`src/rtl/lane_hit_judge_pkg.sv`:
```
// Shared types and constants for the piano-lane hit judge: block state
// encoding, judging windows, well-known heights and the saturating counter helper.
package lane_hit_judge_pkg;

    typedef enum logic [1:0] {
        ST_IDLE   = 2'd0,
        ST_ARMED  = 2'd1,
        ST_HIT    = 2'd2,
        ST_MISSED = 2'd3
    } blk_state_e;

    localparam int unsigned H_W   = 10;
    localparam int unsigned CNT_W = 7;

    localparam logic [H_W-1:0] DEF_HIT_LO  = 10'd560;
    localparam logic [H_W-1:0] DEF_HIT_HI  = 10'd660;
    localparam logic [H_W-1:0] DEF_PERF_LO = 10'd600;
    localparam logic [H_W-1:0] DEF_PERF_HI = 10'd630;
    localparam logic [H_W-1:0] SPAWN_H     = 10'd120;
    localparam logic [H_W-1:0] PARK_H      = 10'd720;

    localparam logic [CNT_W-1:0] CNT_MAX = 7'd127;

    // Counters stick at CNT_MAX instead of wrapping back to zero.
    function automatic logic [CNT_W-1:0] sat_add(input logic [CNT_W-1:0] cnt,
                                                 input logic [CNT_W-1:0] inc);
        logic [CNT_W:0] sum;
        sum = {1'b0, cnt} + {1'b0, inc};
        if (sum > {1'b0, CNT_MAX}) begin
            return CNT_MAX;
        end else begin
            return sum[CNT_W-1:0];
        end
    endfunction

endpackage

```
`src/rtl/lane_block_tracker.sv`:
```
// Tracks one falling block: remembers its previous height to spot respawns,
// runs the IDLE/ARMED/HIT/MISSED state machine and reports window flags.
module lane_block_tracker
    import lane_hit_judge_pkg::*;
#(
    parameter logic [H_W-1:0] HIT_LO  = DEF_HIT_LO,
    parameter logic [H_W-1:0] HIT_HI  = DEF_HIT_HI,
    parameter logic [H_W-1:0] PERF_LO = DEF_PERF_LO,
    parameter logic [H_W-1:0] PERF_HI = DEF_PERF_HI
) (
    input  logic           clk,
    input  logic           rst_n,
    input  logic           restart_i,
    input  logic           stop_i,
    input  logic [H_W-1:0] block_h_i,
    input  logic           select_i,
    output logic           cand_o,
    output logic           perf_o,
    output logic           miss_o,
    output logic           hide_o
);

    blk_state_e     state_q, state_d;
    logic [H_W-1:0] prev_h_q, prev_h_d;
    logic           hide_q, hide_d;
    logic           respawn_s;
    logic           armed_s;
    logic           in_win_s;

    // A height that drops below last cycle's value means the generator respawned.
    assign respawn_s = block_h_i < prev_h_q;
    assign armed_s   = (state_q == ST_ARMED) && !respawn_s;
    assign in_win_s  = (block_h_i >= HIT_LO) && (block_h_i <= HIT_HI);
    assign cand_o    = armed_s && in_win_s;
    assign perf_o    = (block_h_i >= PERF_LO) && (block_h_i <= PERF_HI);
    assign miss_o    = armed_s && (block_h_i > HIT_HI) && !stop_i;
    assign hide_o    = hide_q;

    // Next-state logic: restart beats respawn, respawn beats hit/miss.
    always_comb begin
        state_d  = state_q;
        prev_h_d = block_h_i;
        if (restart_i) begin
            state_d = ST_IDLE;
        end else if (respawn_s) begin
            state_d = ST_ARMED;
        end else begin
            case (state_q)
                ST_ARMED: begin
                    if (select_i) begin
                        state_d = ST_HIT;
                    end else if (miss_o) begin
                        state_d = ST_MISSED;
                    end else begin
                        state_d = ST_ARMED;
                    end
                end
                ST_IDLE, ST_HIT, ST_MISSED: state_d = state_q;
                default:                    state_d = ST_IDLE;
            endcase
        end
        hide_d = (state_d == ST_HIT);
    end

    // State, height history and hide flag registers.
    always_ff @(posedge clk or negedge rst_n) begin
        if (!rst_n) begin
            state_q  <= ST_IDLE;
            prev_h_q <= 10'd0;
            hide_q   <= 1'b0;
        end else begin
            state_q  <= state_d;
            prev_h_q <= prev_h_d;
            hide_q   <= hide_d;
        end
    end

endmodule

```
`src/rtl/lane_hit_judge.sv`:
```
// Judges key presses of one piano lane against its falling blocks and produces
// registered hit/perfect/bad/miss pulses, the hide mask and saturating counts.
module lane_hit_judge
    import lane_hit_judge_pkg::*;
#(
    parameter int unsigned     NBLK    = 4,
    parameter logic [H_W-1:0]  HIT_LO  = DEF_HIT_LO,
    parameter logic [H_W-1:0]  HIT_HI  = DEF_HIT_HI,
    parameter logic [H_W-1:0]  PERF_LO = DEF_PERF_LO,
    parameter logic [H_W-1:0]  PERF_HI = DEF_PERF_HI
) (
    input  logic                  clk,
    input  logic                  rst_n,
    input  logic                  restart,
    input  logic                  stop_or_endgame,
    input  logic                  key,
    input  logic [NBLK*H_W-1:0]   block_h_bus,
    output logic                  hit_pulse,
    output logic                  perfect_pulse,
    output logic                  bad_pulse,
    output logic                  miss_pulse,
    output logic [NBLK-1:0]       hide_mask,
    output logic [CNT_W-1:0]      lane_hits,
    output logic [CNT_W-1:0]      lane_misses
);

    logic [NBLK-1:0][H_W-1:0] h_s;
    logic [NBLK-1:0]          cand_s, perf_s, miss_s, sel_s;
    logic [NBLK-1:0]          best_oh_s;
    logic [H_W-1:0]           best_h_s;
    logic                     found_s, best_perf_s, press_s;
    logic [CNT_W-1:0]         miss_cnt_s;

    logic             key_q, key_d;
    logic             hit_q, hit_d, perf_q, perf_d, bad_q, bad_d, miss_q, miss_d;
    logic [CNT_W-1:0] hits_q, hits_d, misses_q, misses_d;

    assign h_s     = block_h_bus;
    assign press_s = key && !key_q && !stop_or_endgame;

    for (genvar g = 0; g < NBLK; g++) begin : g_blk
        lane_block_tracker #(
            .HIT_LO  (HIT_LO),
            .HIT_HI  (HIT_HI),
            .PERF_LO (PERF_LO),
            .PERF_HI (PERF_HI)
        ) u_trk (
            .clk       (clk),
            .rst_n     (rst_n),
            .restart_i (restart),
            .stop_i    (stop_or_endgame),
            .block_h_i (h_s[g]),
            .select_i  (sel_s[g]),
            .cand_o    (cand_s[g]),
            .perf_o    (perf_s[g]),
            .miss_o    (miss_s[g]),
            .hide_o    (hide_mask[g])
        );
    end

    // Lowest candidate on screen wins; strict compare keeps the lowest index on ties.
    always_comb begin
        found_s     = 1'b0;
        best_h_s    = 10'd0;
        best_oh_s   = '0;
        best_perf_s = 1'b0;
        miss_cnt_s  = 7'd0;
        for (int i = 0; i < NBLK; i++) begin
            if (cand_s[i] && (!found_s || (h_s[i] > best_h_s))) begin
                found_s      = 1'b1;
                best_h_s     = h_s[i];
                best_oh_s    = '0;
                best_oh_s[i] = 1'b1;
                best_perf_s  = perf_s[i];
            end else begin
                found_s = found_s;
            end
            miss_cnt_s = miss_cnt_s + {{(CNT_W-1){1'b0}}, miss_s[i]};
        end
        if (press_s) begin
            sel_s = best_oh_s;
        end else begin
            sel_s = '0;
        end
    end

    // Next values of pulses, counters and key history; restart clears everything.
    always_comb begin
        key_d    = key;
        hit_d    = press_s && found_s;
        perf_d   = press_s && found_s && best_perf_s;
        bad_d    = press_s && !found_s;
        miss_d   = |miss_s;
        hits_d   = sat_add(hits_q, {{(CNT_W-1){1'b0}}, press_s && found_s});
        misses_d = sat_add(misses_q, miss_cnt_s);
        if (restart) begin
            key_d    = 1'b0;
            hit_d    = 1'b0;
            perf_d   = 1'b0;
            bad_d    = 1'b0;
            miss_d   = 1'b0;
            hits_d   = 7'd0;
            misses_d = 7'd0;
        end else begin
            key_d = key;
        end
    end

    // Output and key-edge registers.
    always_ff @(posedge clk or negedge rst_n) begin
        if (!rst_n) begin
            key_q    <= 1'b0;
            hit_q    <= 1'b0;
            perf_q   <= 1'b0;
            bad_q    <= 1'b0;
            miss_q   <= 1'b0;
            hits_q   <= 7'd0;
            misses_q <= 7'd0;
        end else begin
            key_q    <= key_d;
            hit_q    <= hit_d;
            perf_q   <= perf_d;
            bad_q    <= bad_d;
            miss_q   <= miss_d;
            hits_q   <= hits_d;
            misses_q <= misses_d;
        end
    end

    assign hit_pulse     = hit_q;
    assign perfect_pulse = perf_q;
    assign bad_pulse     = bad_q;
    assign miss_pulse    = miss_q;
    assign lane_hits     = hits_q;
    assign lane_misses   = misses_q;

endmodule

```
`config.mk`:
```
export PLATFORM = sky130hd
export DESIGN_NAME = lane_hit_judge
export DESIGN_NICKNAME = d
export VERILOG_FILES = /design/src/rtl/lane_hit_judge_pkg.sv /design/src/rtl/lane_block_tracker.sv /design/src/rtl/lane_hit_judge.sv
export SDC_FILE = /design/constraint.sdc
export NUM_CORES = 1
export LEC_CHECK = 0
export ABC_CLOCK_PERIOD_IN_PS = 10800
export BUFFER_PORTS_ARGS = -buffer_cell sky130_fd_sc_hd__buf_2
export CAP_MARGIN = 40
export CORE_MARGIN = 10
export CORE_UTILIZATION = 43
export CTS_CLUSTER_DIAMETER = 50
export CTS_CLUSTER_SIZE = 10
export DETAILED_ROUTE_END_ITERATION = 12
export GPL_ROUTABILITY_DRIVEN = 1
export GPL_TIMING_DRIVEN = 0
export PLACE_DENSITY_LB_ADDON = 0.15
export SLEW_MARGIN = 20
export SYNTH_ARGS = -nofsm -noshare
export SYNTH_HDL_FRONTEND = slang
export SYNTH_SLANG_ARGS = --single-unit
```
`constraint.sdc`:
```
create_clock -name clk -period 10.8 [get_ports clk]
set_input_delay 0.54 -clock clk [delete_from_list [all_inputs] [get_ports clk]]
set_output_delay 0.54 -clock clk [all_outputs]
set_load 0.01 [all_outputs]
```
Word level (Yosys, flattened, before mapping)
Cells that the tools add are included.
Operators by class
  add/subtract/negate cells: 5
  magnitude comparators: 29
  equality and inequality tests: 16
  muxes and demuxes: 45
  reductions and logical operators: 54
Operators with widths (count)
  10-bit greater-or-equal comparator, second input constant: 8
  10-bit <= comparator, second input constant: 8
  10-bit > comparator, second input constant: 4
  10-bit less-than comparator: 4
  2-bit two-way mux: 17
  1-bit logical AND: 32
  10-bit > comparator: 3
  10-bit two-way mux: 3
  7-bit two-way mux: 4
  2-bit equality test, second input constant: 12
  8-bit by 7-bit > comparator with 1-bit output, second input constant: 2
  2-bit one-hot mux with 2 select lines: 4
  1-bit two-way mux: 14
  4-bit two-way mux: 3
  3-bit OR reduction: 4
  1-bit logical NOT: 10
  7-bit by 1-bit adder with 8-bit output: 1
  7-bit by 4-bit adder with 8-bit output: 1
  2-bit by 1-bit equality test with 1-bit output, second input constant: 4
  2-bit logical NOT: 4
  3-bit by 1-bit adder with 4-bit output: 1
  4-bit OR reduction: 1
  2-bit by 1-bit adder with 3-bit output: 1
  1-bit logical OR: 3
  1-bit by 1-bit adder with 2-bit output: 1
Word-level totals
  register bits: 71
  input port bits: 45
  word-level logic and storage cells: 168

Logic depth before layout (Yosys ltp)
  word-level depth: 23
  depth in mapped cells: 36

Cells and area by module
A second synthesis with hierarchy kept.
Second synthesis, totals
  cells, all modules: 567
  area, all modules: 5146.2 um^2
Modules (own cells, without submodules)
  lane_block_tracker: times used 4, cells each 71, area an instance 723.2 um^2, sequential area each 325.3 um^2
  lane_hit_judge: times used 1, cells each 283, area an instance 2253.4 um^2, sequential area each 475.5 um^2

Least setup slack after synthesis
No wires, ideal clock.
  path type: input-to-reg
  from: input port block_h_bus[9]
  to: register g_blk[0].u_trk.state_q[1]
  library setup time: 77 ps
  arrival: 6695 ps
  slack: 4028 ps
  cell stages on the path: 33
  buffers on the path: 4
  path through: ha_1 -> nand4_1 -> or3_1 -> a21oi_4 -> clkbuf_1 -> nand2_1 -> ha_1 -> nand4_1 -> nor3_1 -> and3_1 -> a31oi_1 -> o21ai_2 -> buf_2 -> a31oi_1 -> ha_1 -> nand4_1 -> nor3_1 -> o21ai_0 -> nand4b_1 -> a22oi_2 -> or2_1 -> clkbuf_1 -> buf_2 -> a21o_1 -> ha_1 -> nor2b_1 -> o21a_1 -> o21ai_0 -> a21oi_1 -> o31a_1 -> o21a_4 -> or4_4 -> a21oi_1
Between the ends
  cells in the longest elaborated chain, start to end: 22
  elaborated cells on any way between the ends: 38
RTL lines
  from (decl): RTL line lane_hit_judge.sv:17  | input logic [NBLK*H_W-1:0] block_h_bus,
  10-bit less-than comparator: RTL line lane_block_tracker.sv:31  | assign respawn_s = block_h_i < prev_h_q;
  1-bit logical NOT: RTL line lane_block_tracker.sv:32  | assign armed_s = (state_q == ST_ARMED) && !respawn_s;
  1-bit logical AND: RTL line lane_block_tracker.sv:32
  1-bit logical AND: RTL line lane_block_tracker.sv:34  | assign cand_o = armed_s && in_win_s;
  10-bit two-way mux or 1-bit two-way mux (tied branches): RTL line lane_hit_judge.sv:69  | if (cand_s[i] && (!found_s || (h_s[i] > best_h_s))) begin
  10-bit > comparator or 1-bit logical NOT (tied branches): RTL line lane_hit_judge.sv:69
  1-bit logical OR: RTL line lane_hit_judge.sv:69
  1-bit logical AND: RTL line lane_hit_judge.sv:69
  [... 7 more ...]
  1-bit logical AND: RTL line lane_hit_judge.sv:69
  4-bit two-way mux: RTL line lane_hit_judge.sv:69
  4-bit two-way mux: RTL line lane_hit_judge.sv:80  | if (press_s) begin
  2-bit two-way mux: RTL line lane_block_tracker.sv:50  | if (select_i) begin
  2-bit one-hot mux with 2 select lines: RTL line lane_block_tracker.sv:48  | case (state_q)
  2-bit two-way mux *: RTL line lane_block_tracker.sv:45  | end else if (respawn_s) begin
  2-bit two-way mux *: RTL line lane_block_tracker.sv:43  | if (restart_i) begin
  net g_blk[0].u_trk.state_d[1]: RTL line lane_block_tracker.sv:23  | blk_state_e state_q, state_d;
  to (signal assigned): RTL line lane_block_tracker.sv:72  | state_q <= state_d;
  to (decl): RTL line lane_block_tracker.sv:23
The timed path passes the listed nets; every way through them passes the cells marked *.

Final worst setup path
  from: register g_blk[0].u_trk.prev_h_q[9]
  to: register g_blk[1].u_trk.hide_q
Between the ends
  cells in the longest elaborated chain, start to end: 23
  elaborated cells on any way between the ends: 31
RTL lines
  from (decl): RTL line lane_block_tracker.sv:24  | logic [H_W-1:0] prev_h_q, prev_h_d;
  from (signal assigned): RTL line lane_block_tracker.sv:73  | prev_h_q <= prev_h_d;
  10-bit less-than comparator *: RTL line lane_block_tracker.sv:31
  1-bit logical NOT *: RTL line lane_block_tracker.sv:32
  1-bit logical AND *: RTL line lane_block_tracker.sv:32
  1-bit logical AND *: RTL line lane_block_tracker.sv:34
  10-bit two-way mux or 1-bit two-way mux (tied branches): RTL line lane_hit_judge.sv:69
  10-bit > comparator or 1-bit logical NOT (tied branches): RTL line lane_hit_judge.sv:69
  1-bit logical OR: RTL line lane_hit_judge.sv:69
  1-bit logical AND: RTL line lane_hit_judge.sv:69
  [... 8 more ...]
  4-bit two-way mux *: RTL line lane_hit_judge.sv:69
  4-bit two-way mux *: RTL line lane_hit_judge.sv:80
  2-bit two-way mux *: RTL line lane_block_tracker.sv:50
  2-bit one-hot mux with 2 select lines *: RTL line lane_block_tracker.sv:48
  2-bit two-way mux *: RTL line lane_block_tracker.sv:45
  2-bit two-way mux *: RTL line lane_block_tracker.sv:43
  2-bit equality test *: RTL line lane_block_tracker.sv:62  | hide_d = (state_d == ST_HIT);
  net g_blk[1].u_trk.hide_d: RTL line lane_block_tracker.sv:25  | logic hide_q, hide_d;
  to (signal assigned): RTL line lane_block_tracker.sv:74  | hide_q <= hide_d;
  to (decl): RTL line lane_block_tracker.sv:25
Marks and branches as above.

==> results.md <==
- WL/cell: 16.13 um
- Via count: 4,035
- Clock sink count: 71
- Ys Warns: 0
- Post-Syn Instances: 520
- Core area: 10,890 um^2
- IO Pins: 67
- Largest net degree at the start of global routing: 50
- Least-Margin Pin Slew: 0.6443 ns
- Reg-to-reg endpoint: g_blk[1].u_trk.hide_o$_DFF_PN0_
- Number of slew-limit violations in the final report: 0
- Netlist Area Pre-Place: 4790 um^2
- Synth Area per Inst: 9.211 um^2
- Die area: 15,760 um^2
- Share of synthesized registers carrying an async set or reset: 100.0%
- Crit path DAT: just under 8 ns
- Top post-synthesis cells by area: dfrtp_1, ha_1, inv_1
- Post-layout util: 50.98%
- CP endpoint kind: flop
- Rel. slew slack: 56.65%
- Clock Root Buffer: clkbuf_8
- Synth Area in Adders: between 10% and 20%
- Most common cell in the netlist: dfrtp_1
- Yosys cell types: between 60 and 70
- Port-buffer cells: 65
- Critical Path RT: 11.09 ns
- Clk Latency, worst-skew pair: between 0.3 and 0.4 ns
- FP Rows: 38
- Reg clk slew, reported paths: approximately 0.080 ns
- Share of cells above drive strength 1: between 15 and 20%
- Worst path max stage delay: 0.45 ns
- Most common cell type on the critical path: ha_1
- CTS tree: done
- Critical R2R Launch: g_blk[0].u_trk.prev_h_q[9]$_DFF_PN0_
- Simple-gate portion of the synthesized area: 17.27%
- Global route overflow: 0
- Initial antenna violation count: 0
- H-Tree Depth: 3
- Post_cts resized: 0
- CTS buffer count: 9
- Post-synthesis mux area share: 1.097%
- Final ANT Viol Nets: 0
- Pwr per Cell Area: 113.2 nW/um^2
- Deepest clock path buffer count: 2
- # DRC: 0
- Final hold vios: 0
- Initial Util: a little over two fifths
- RSZ-0062 raised after global routing: false
- Synth Area in Compound Gates: 17.61%
- Synth top area share: 37.10%
- Number of global-route vias before repair: 4,084
- Number of DRC markers in iteration 0: 179
- Final Cycle Share: 70.56%
- Post-Route Setup TNS: 0 ns
- Synth area leader: dfrtp_1
- Type of the tightest min-delay check: in -> async
- Crit-path max FO: 10
- DIE HEIGHT: 125.5 um
- Worst vdd ir: ~0.079 mV
- Cts hold-fix bufs: 0
- Status: complete, no violations
- # diodes: 0
- Vias per inst: between 5 and 6
- First-pass GRT wire length: 20,390 um
- Post-route minimum period: 7.621 ns
- Gr usage total: between 10% and 20%
- DP HPWL: around 9500 um
- Nets: 716
- TritonRoute pass-1 iters: 4
- Postcts setup bufs: 0
- Worst setup SP type: flop
- Reg-to-reg slack, setup: 3.18 ns
- Yosys reg bits: 71
- Highest Clock Rate: 131.2 MHz
- Final GP Congestion: 0.8859
- Post-synth EDFFs: 0
- Post-synth top flop: dfrtp_1
- Area Growth Syn to Fin: 15.88%
- Clk_skew: 0.01328 ns
- Seq/Total Area, Yosys: 37.10%
- Crit path kind: reg -> reg
- Die Wd: 125.5 um
- Post-Synth XOR/XNOR Area: 1.097%
- Total Wirelength: ~12,000 um
- Worst reg2reg path depth: 35
- Combinational family with the most area after synthesis: adder cells
- Leakage: 2.695 nW
- Final setup fails: 0
- Slowest cell on crit path: or3_1
- Synth cell count leaders: dfrtp_1, ha_1, inv_1
- Max_cap viols: 0
## flip-flops by register name, summed over array words and instances (netlist names)
| register | count |
|---|---|
| g_blk.u_trk.prev_h_q | 40 |
| hit_pulse | 1 |
| key_q | 1 |
| lane_hits | 7 |
| g_blk.u_trk.state_q | 8 |
| miss_pulse | 1 |
| perfect_pulse | 1 |
| g_blk.u_trk.hide_o | 4 |
| bad_pulse | 1 |
| lane_misses | 7 |
## power breakdown
group / internal (W) / total (W) / leakage [nW] / switching [W]
registers: 0.000276 / 0.000280 / 0.890 / 0.00000387
logic: 0.0000426 / 0.000107 / 1.69 / 0.0000648
clock network: 0.000136 / 0.000241 / 0.110 / 0.000105
## area by class of cell
class                           instances  area, um^2
Clock buffer                           11       141.4
Sequential cell                        71        1777
Clock inverter                          5       81.33
Timing Repair Buffer                   66       355.3
Buffer                                 12       62.56
Multi-Input combinational cell        373        2710
Inverter                               66       247.7
Fill cell                            1012        5338
Tap cell                              140       175.2
## how the worst max path moves through the flow
stage                                          from                                   to  slack (ns)  cells after the start
2_1_floorplan                        block_h_bus[9]  g_blk[0].u_trk.state_q[1]$_DFF_PN0_        4.03                     33
3_3_place_gp                         block_h_bus[7]      g_blk[1].u_trk.hide_o$_DFF_PN0_        2.95                     34
3_5_place_dp                         block_h_bus[7]      g_blk[1].u_trk.hide_o$_DFF_PN0_        2.80                     35
4_1_cts        g_blk[0].u_trk.prev_h_q[9]$_DFF_PN0_      g_blk[1].u_trk.hide_o$_DFF_PN0_        3.14                     35
5_1_grt        g_blk[0].u_trk.prev_h_q[4]$_DFF_PN0_      g_blk[1].u_trk.hide_o$_DFF_PN0_        2.41                     36
6_report       g_blk[0].u_trk.prev_h_q[9]$_DFF_PN0_      g_blk[1].u_trk.hide_o$_DFF_PN0_        3.18                     35
## critical path, delay by kind of cell (launching register included)
family / cells / cell delay, ns
compound gates: 14 / 2.70
fa+ha+maj: 4 / 1.12
buf+inv: 5 / 1.24
flops: 1 / 0.33
simple gates: 12 / 2.17
## cells by family after synthesis
logic type / count (synthesis)
AOI/OAI and AO/OA: 131
xor gates and xnor gates: 6
adders and majority gates: 72
buffers and inverters: 78
DFF: 71
muxes: 5
other: 1
and+or+nand+nor: 156
## per-layer routing
layer	up-vias	GRT usage, %	wire length (um)
li1	2006	-	-
met1	1945	19.86	5584
met2	69	25.38	5802
met3	15	3.042	410
met4	0	6.030	205
met5	-	0	0
## stage by stage
stage          setup slack, ns  power [W]  cell area [um^2]  instances  hold slack (ns)
2_1_floorplan            4.028  0.0003462              4797        522           0.2444
3_3_place_gp             2.948  0.0003873              5298        727           0.5002
3_5_place_dp             2.801  0.0003935              5328        728           0.4661
4_1_cts                  3.141  0.0006387              5550        744          0.06055
5_1_grt                  2.412  0.0006663              5550        744          0.07563
6_report                 3.179  0.0006285              5550        744          0.06224
## cell usage in the layout, fill, tap and decap left out, types with 3 or more instances in the layout
| cell type | count |
|---|---|
| clkbuf_8 | 10 |
| nand3b_1 | 4 |
| buf_2 | 66 |
| buf_4 | 5 |
| nand2b_1 | 10 |
| xor2_1 | 3 |
| clkbuf_1 | 7 |
| a21oi_1 | 43 |
| o21ai_0 | 24 |
| nor2b_1 | 8 |
| xnor2_1 | 3 |
| and2_1 | 4 |
| fa_1 | 3 |
| ha_1 | 69 |
| inv_1 | 65 |
| nand2_1 | 29 |
| or3_1 | 4 |
| or2_2 | 3 |
| nand4_1 | 8 |
| nand3_1 | 10 |
| dfrtp_1 | 71 |
| nor2_1 | 42 |
| o21a_1 | 6 |
| nor3_1 | 9 |
| a41oi_1 | 3 |
| or4_1 | 3 |
| mux2i_1 | 3 |
| conb_1 | 3 |
| nor4_1 | 4 |
| a21o_1 | 7 |
| a211oi_1 | 14 |
| a31oi_1 | 12 |
| o31a_1 | 3 |
No activity file was read; power rests on OpenSTA's default activity.
